===== src/rtl/reg_rw.sv =====
// XLEN-wide storage register with write enable.
// Basic cell for the register file and CSR-style read/write registers.
module reg_rw #(
   parameter int               XLEN        = 32,
   parameter logic [XLEN-1:0]  RESET_VALUE = {XLEN{1'b0}}
) (
   input  logic            clk,
   input  logic            rst_n,
   input  logic            wenble,
   input  logic [XLEN-1:0] datain,
   output logic [XLEN-1:0] dataout
);

   // dataout is the flop itself, so there is no path from datain.
   always_ff @(posedge clk or negedge rst_n) begin
      if (!rst_n) begin
         dataout <= RESET_VALUE;
      end else if (wenble) begin
         dataout <= datain;
      end
   end

endmodule


===== config.mk =====
export PLATFORM = sky130hd
export DESIGN_NAME = reg_rw
export DESIGN_NICKNAME = d
export VERILOG_FILES = /design/src/rtl/reg_rw.sv
export SDC_FILE = /design/constraint.sdc
export NUM_CORES = 1
export LEC_CHECK = 0
export CORE_ASPECT_RATIO = 1.2
export CORE_MARGIN = 2
export CORE_UTILIZATION = 35
export DETAILED_ROUTE_END_ITERATION = 10
export PLACE_DENSITY = 0.7
export SLEW_MARGIN = 20
export SYNTH_ARGS = -nofsm -noshare
export SYNTH_HDL_FRONTEND = slang
export SYNTH_SLANG_ARGS = --single-unit

===== constraint.sdc =====
create_clock -name clk -period 0.98 [get_ports clk]
set_input_delay 0.098 -clock clk [delete_from_list [all_inputs] [get_ports clk]]
set_output_delay 0.098 -clock clk [all_outputs]
set_load 0.03 [all_outputs]

==> impl_metrics.ini, run 1 <==
[routing]
vias = 814
drtPass1Iterations = 2
wl_um = 2670
ant_nets = 0
routedWlPerCell_um = 13.8
drt_iter0_markers = 26
via_per_inst = 4.20
drc = 0

[critical_path]
cp_cell_sequence = buf_4
crit_arrival_ps = 840
cp-end-kind = output pin
worstPathRequired_ps = 880
cp_num_buf_inv = 1
critical-path-top-delay-family = flip-flops
cpMaxStageDelayCell = dfrtp_1
critical-path-max-stage-delay_ps = 400
cp-start-kind = flip-flop
crit_fanout = 2
worst-setup-path-type = flip-flop to output pin

[synth]
yosys_warnings = 0
synth.avg_cell_area_um2 = 19.8
synth_area_um2 = 1350
yosysSeqAreaShare_pct = 59.5
syn-num-nets = 103
synth_seq_cells = 32
synthTopCellsByArea = dfrtp_1 60%, mux2_4 33%, buf_12 4.5%
synth_commonest_cells = 32 x dfrtp_1, 30 x mux2_4, 3 x buf_12, 2 x mux2_2, 1 x buf_6
synth_top_area_cell = dfrtp_1
ys.flop_type = dfrtp_1
synth.most_common_cell = dfrtp_1
ys_types = 5
synth_edf_count = 0
synthArstFlopShare_pct = 100
netlist.area_leader.share_pct = 59.5
netlist_instances = 68

[placed_design]
dpl.hpwl_um = 1990
gp_congestion = 0.636
place.port_buffers = 66

[timing]
fmax_ghz = 1.06
setup_tns_ps = 0
timing.final.crit_share_pct = 96.2
final_max_slew_viol_count = 0
setup_viol = 0
rsz0062_at_grt = no
worst_pin_slew_ps = 171
maxSlewHeadroom_pct = 88.6
finClkSkew_ps = 0
report.final.hold_viol_count = 0
hold_ws_ps = 176
layout_min_cycle_time_ps = 943

[floorplan]
start_util_pct = 36.7
die_w_um = 60.6
core-area_um2 = 3660
num_rows = 24
die_h_um = 71.9
dieArea_um2 = 4360
io-pin-count = 67

[grt]
antenna_found_initial = 0
grt_pass1_vias = 905
grt_max_degree = 33
grt.overflow.total = 0
grt_usage_pct = 13.5
grt_pass1_wl_um = 4260

[power_and_ir_drop]
p_sw_share_pct = 26.5
clockPowerShare_pct = 32.9
power_switching_w = 0.000973
p_per_area_nw_per_um2 = 1760
peakVddDrop_mv = 0.972
p_int_w = 0.00271
power_frac_seq_pct = 41.6
leakagePower_nw = 1.00
comb_power_share_pct = 25.6

[clock_tree]
clk_latency_ps = 270
cts_resized = 0
clock_sinks = 32
ctsLongestPathBuffers = 2
clk_pin_slew_ps = 70
numCtsBuffers = 5
htree_levels = 2
cts_tree = done
cts-root-buf = clkbuf_8

[layout]
diodes = 0
drive_gt1_share_pct = 53.5
syn_to_final_growth_pct = 55.3
top_register = dataout
nFillCells = 315
multi_input_area_um2 = 473
seq_area_um2 = 801
largest_reg_flops = 32
fin_nets = 176
reg_top3 = dataout (32)

[run]
maxCapViolCount = 0

[run_status]
status = completed

[min_path]
hp-class = input port to asynchronous set/reset pin
## stage by stage
stage | setup slack (ps) | util [%] | total power [W] | cell area, um^2 | cells
5_1_grt | 0.533 | 57.0 | 0.00385 | 2090 | 194
3_5_place_dp | 82.1 | 53.9 | 0.00250 | 1970 | 185
3_3_place_gp | 99.4 | 53.9 | 0.00249 | 1970 | 185
4_1_cts | 21.4 | 56.8 | 0.00374 | 2080 | 193
6_report | 37.4 | 57.0 | 0.00368 | 2090 | 194
2_1_floorplan | 91.3 | - | 0.00208 | 1350 | 68
## layer usage
layer	part of all wire (%)	up-vias	GRT usage, %
met3	9.1	6	5.70
met1	39	388	16.1
met5	0	-	0
met4	2.0	0	5.80
met2	50	42	21.1
li1	-	378	-
## layout by cell type, fill, tap and decap left out
master           instances
buf_12                   3
buf_2                    1
buf_4                   33
bufinv_16                1
clkbuf_1                 1
clkbuf_8                 5
clkdlybuf4s50_1         33
clkinv_2                 1
dfrtp_1                 32
mux2_2                   2
mux2_4                  30
## what timing repair did
item / CTS / global route
buffers inserted: 0 / 1
hold buffers: 0 / 0
endpoints found under the setup margin: 0 / 1
## power by group through the flow
stage / clock network, W / logic (W) / registers [W]
after floorplan: 0 / 0.000271 / 0.00181
after global placement: 0 / 0.000934 / 0.00155
after detailed placement: 0 / 0.000947 / 0.00155
after CTS: 0.00126 / 0.000949 / 0.00153
after global routing: 0.00131 / 0.000991 / 0.00155
final: 0.00121 / 0.000940 / 0.00153
## area by class of cell
cell class	instances	share of cell area, %
clock buffer	6	3.47
sequential	32	38.3
clock inverter	2	1.68
timing repair buffer	70	30.8
multi-input combinational	32	22.6
tap	52	3.11
## kinds of logic after synthesis
| logic type | share of synthesized area (%) |
|---|---|
| multiplexers | 35.2 |
| flip-flops | 59.5 |
| buffers and inverters | 5.30 |
## worst paths after layout
| check | depth (start not counted) | slack (ps) | end | from |
|---|---|---|---|---|
| worst min-delay path | 2 | 180 | dataout[28] | rst_n |
| worst max-delay path | 1 | 40 | dataout[6] | dataout[6] |
| min in group clk | 3 | 300 | dataout[21] | wenble |
| max in group asynchronous | 2 | 630 | dataout[12] | rst_n |
| worst max register to register | 2 | 100 | dataout[5] | dataout[5] |
| worst min register to register | 1 | 510 | dataout[29] | dataout[29] |
No activity file was read; power rests on OpenSTA's default activity.
==> run 2: changes to the inputs <==
--- a/config.mk
+++ b/config.mk
@@ -10,4 +10,6 @@
 export CORE_UTILIZATION = 35
+export CTS_BUF_LIST = sky130_fd_sc_hd__clkbuf_8
 export DETAILED_ROUTE_END_ITERATION = 10
 export PLACE_DENSITY = 0.7
+export SKIP_CTS_REPAIR_TIMING = 1
 export SLEW_MARGIN = 20
==> constraint.sdc (replaced) <==
create_clock -name clk -period 0.98 [get_ports clk]
set_input_delay 0.196 -clock clk [delete_from_list [all_inputs] [get_ports clk]]
set_output_delay 0.196 -clock clk [all_outputs]
set_load 0.03 [all_outputs]
==> impl_metrics.ini, run 2 (synthesis gave the netlist of run 1 again) <==
[run_status]
status = complete, but fails checks
violations = setup timing

[clock_tree]
cts-root-buf = clkbuf_8
ctsLongestPathBuffers = 2
clk_latency_ps = 280
clock_sinks = 32
numCtsBuffers = 5
cts_tree = done
htree_levels = 2
clk_pin_slew_ps = 70

[grt]
grt.overflow.total = 0
antenna_found_initial = 0
grt_pass1_vias = 929
grt_usage_pct = 13.6
grt_max_degree = 33
grt_pass1_wl_um = 4320

[critical_path]
cp-start-kind = flip-flop
cp_cell_sequence = buf_6
critical-path-top-delay-family = flip-flops
worst-setup-path-type = flip-flop to output pin
worstPathRequired_ps = 780
critical-path-max-stage-delay_ps = 400
crit_fanout = 2
cpMaxStageDelayCell = dfrtp_1
cp.depth = 1
cp-end-kind = output pin
crit_arrival_ps = 830
r2r_cells = 2
cp_num_buf_inv = 1

[placed_design]
dpl.hpwl_um = 1990
place.port_buffers = 66
gp_congestion = 0.636
place_area_um2 = 1970

[timing]
fmax_ghz = 0.977
final_max_slew_viol_count = 0
finClkSkew_ps = 0
timing.final.crit_share_pct = 104
report.final.hold_viol_count = 0
maxSlewHeadroom_pct = 88.5
worst_pin_slew_ps = 173
fin_ws_ps = -43.9
rsz0062_at_grt = yes
layout_min_cycle_time_ps = 1020
setup_viol = 32
hold_ws_ps = 270

[layout]
drive_gt1_share_pct = 60.1
syn_to_final_growth_pct = 77.4
fin_util_pct = 65.1
nFillCells = 300
diodes = 0
largest_reg_flops = 32
final_area_um2 = 2390
reg_top3 = dataout (32)
mostFrequentLayoutCells = 33 x clkdlybuf4s50_1, 32 x dfrtp_1, 32 x buf_6, 30 x mux2_4, 22 x buf_4
top_register = dataout
final_common_cell = clkdlybuf4s50_1
fin_nets = 197

[routing]
vias = 909
wl_um = 2930
drtPass1Iterations = 2
routedWlPerCell_um = 13.6
drt_iter0_markers = 26
via_per_inst = 4.23
drc = 0
ant_nets = 0

[floorplan]
num_rows = 24
dieArea_um2 = 4360
die_w_um = 60.6
start_util_pct = 36.7
core-area_um2 = 3660
io-pin-count = 67
die_h_um = 71.9

[min_path]
hp-class = input port to asynchronous set/reset pin

[run]
maxCapViolCount = 0

[power_and_ir_drop]
p_per_area_nw_per_um2 = 1710
leakagePower_nw = 1.15
peakVddDrop_mv = 0.991
run 2: changes by cell type in the layout (fill, tap and decap cells not counted), sizes merged:
| cell | previous run | this run |
|---|---|---|
| clkbuf | 6 | 7 |
| clkinv | 1 | 0 |
| buf | 37 | 58 |
run 2: per-stage QoR:
stage	setup slack [ps]	TNS [ps]	std cells	total power, W
final	-43.9	-963	215	0.00407
after global routing	-75.6	-1950	215	0.00425
after CTS	-75.8	-1900	193	0.00389
after detailed placement	-18.2	-150	185	0.00250
after global placement	1.48	0	185	0.00249
after floorplan	91.3	0	68	0.00208
run 2: worst paths after layout:
path                                to        start  slack (ps)
max reg2reg                dataout[11]  dataout[11]          70
max in group asynchronous  dataout[12]        rst_n         530
min in group clk           dataout[29]       wenble         400
min                        dataout[30]        rst_n         270
max                        dataout[27]  dataout[27]         -40
min reg2reg                 dataout[9]   dataout[9]         540
run 2: cell type report:
class | count | area (um^2) | share of cell area (%)
repair buffers | 91 | 921 | 38.6
flip-flops and latches | 32 | 801 | 33.6
multi-input cells | 32 | 473 | 19.8
clock buffers | 7 | 96.3 | 4.04
well taps | 52 | 65.1 | 2.73
clock inverters | 1 | 30.0 | 1.26
run 2: metal layers:
metal | global-route usage, % | vias up | part of all wire, %
met5 | 0 | - | 0
met4 | 5.80 | 0 | 1.7
met3 | 5.17 | 5 | 7.6
met2 | 21.1 | 42 | 52
met1 | 16.8 | 441 | 39
li1 | - | 421 | -
run 2: report_power, final:
part	leakage, nW	switching, W	internal [W]	total [W]
Sequential	0.374	0.000101	0.00145	0.00156
Combinational	0.715	0.000471	0.000679	0.00115
Clock	0.0645	0.000468	0.000897	0.00137
Total	1.15	0.00104	0.00303	0.00407
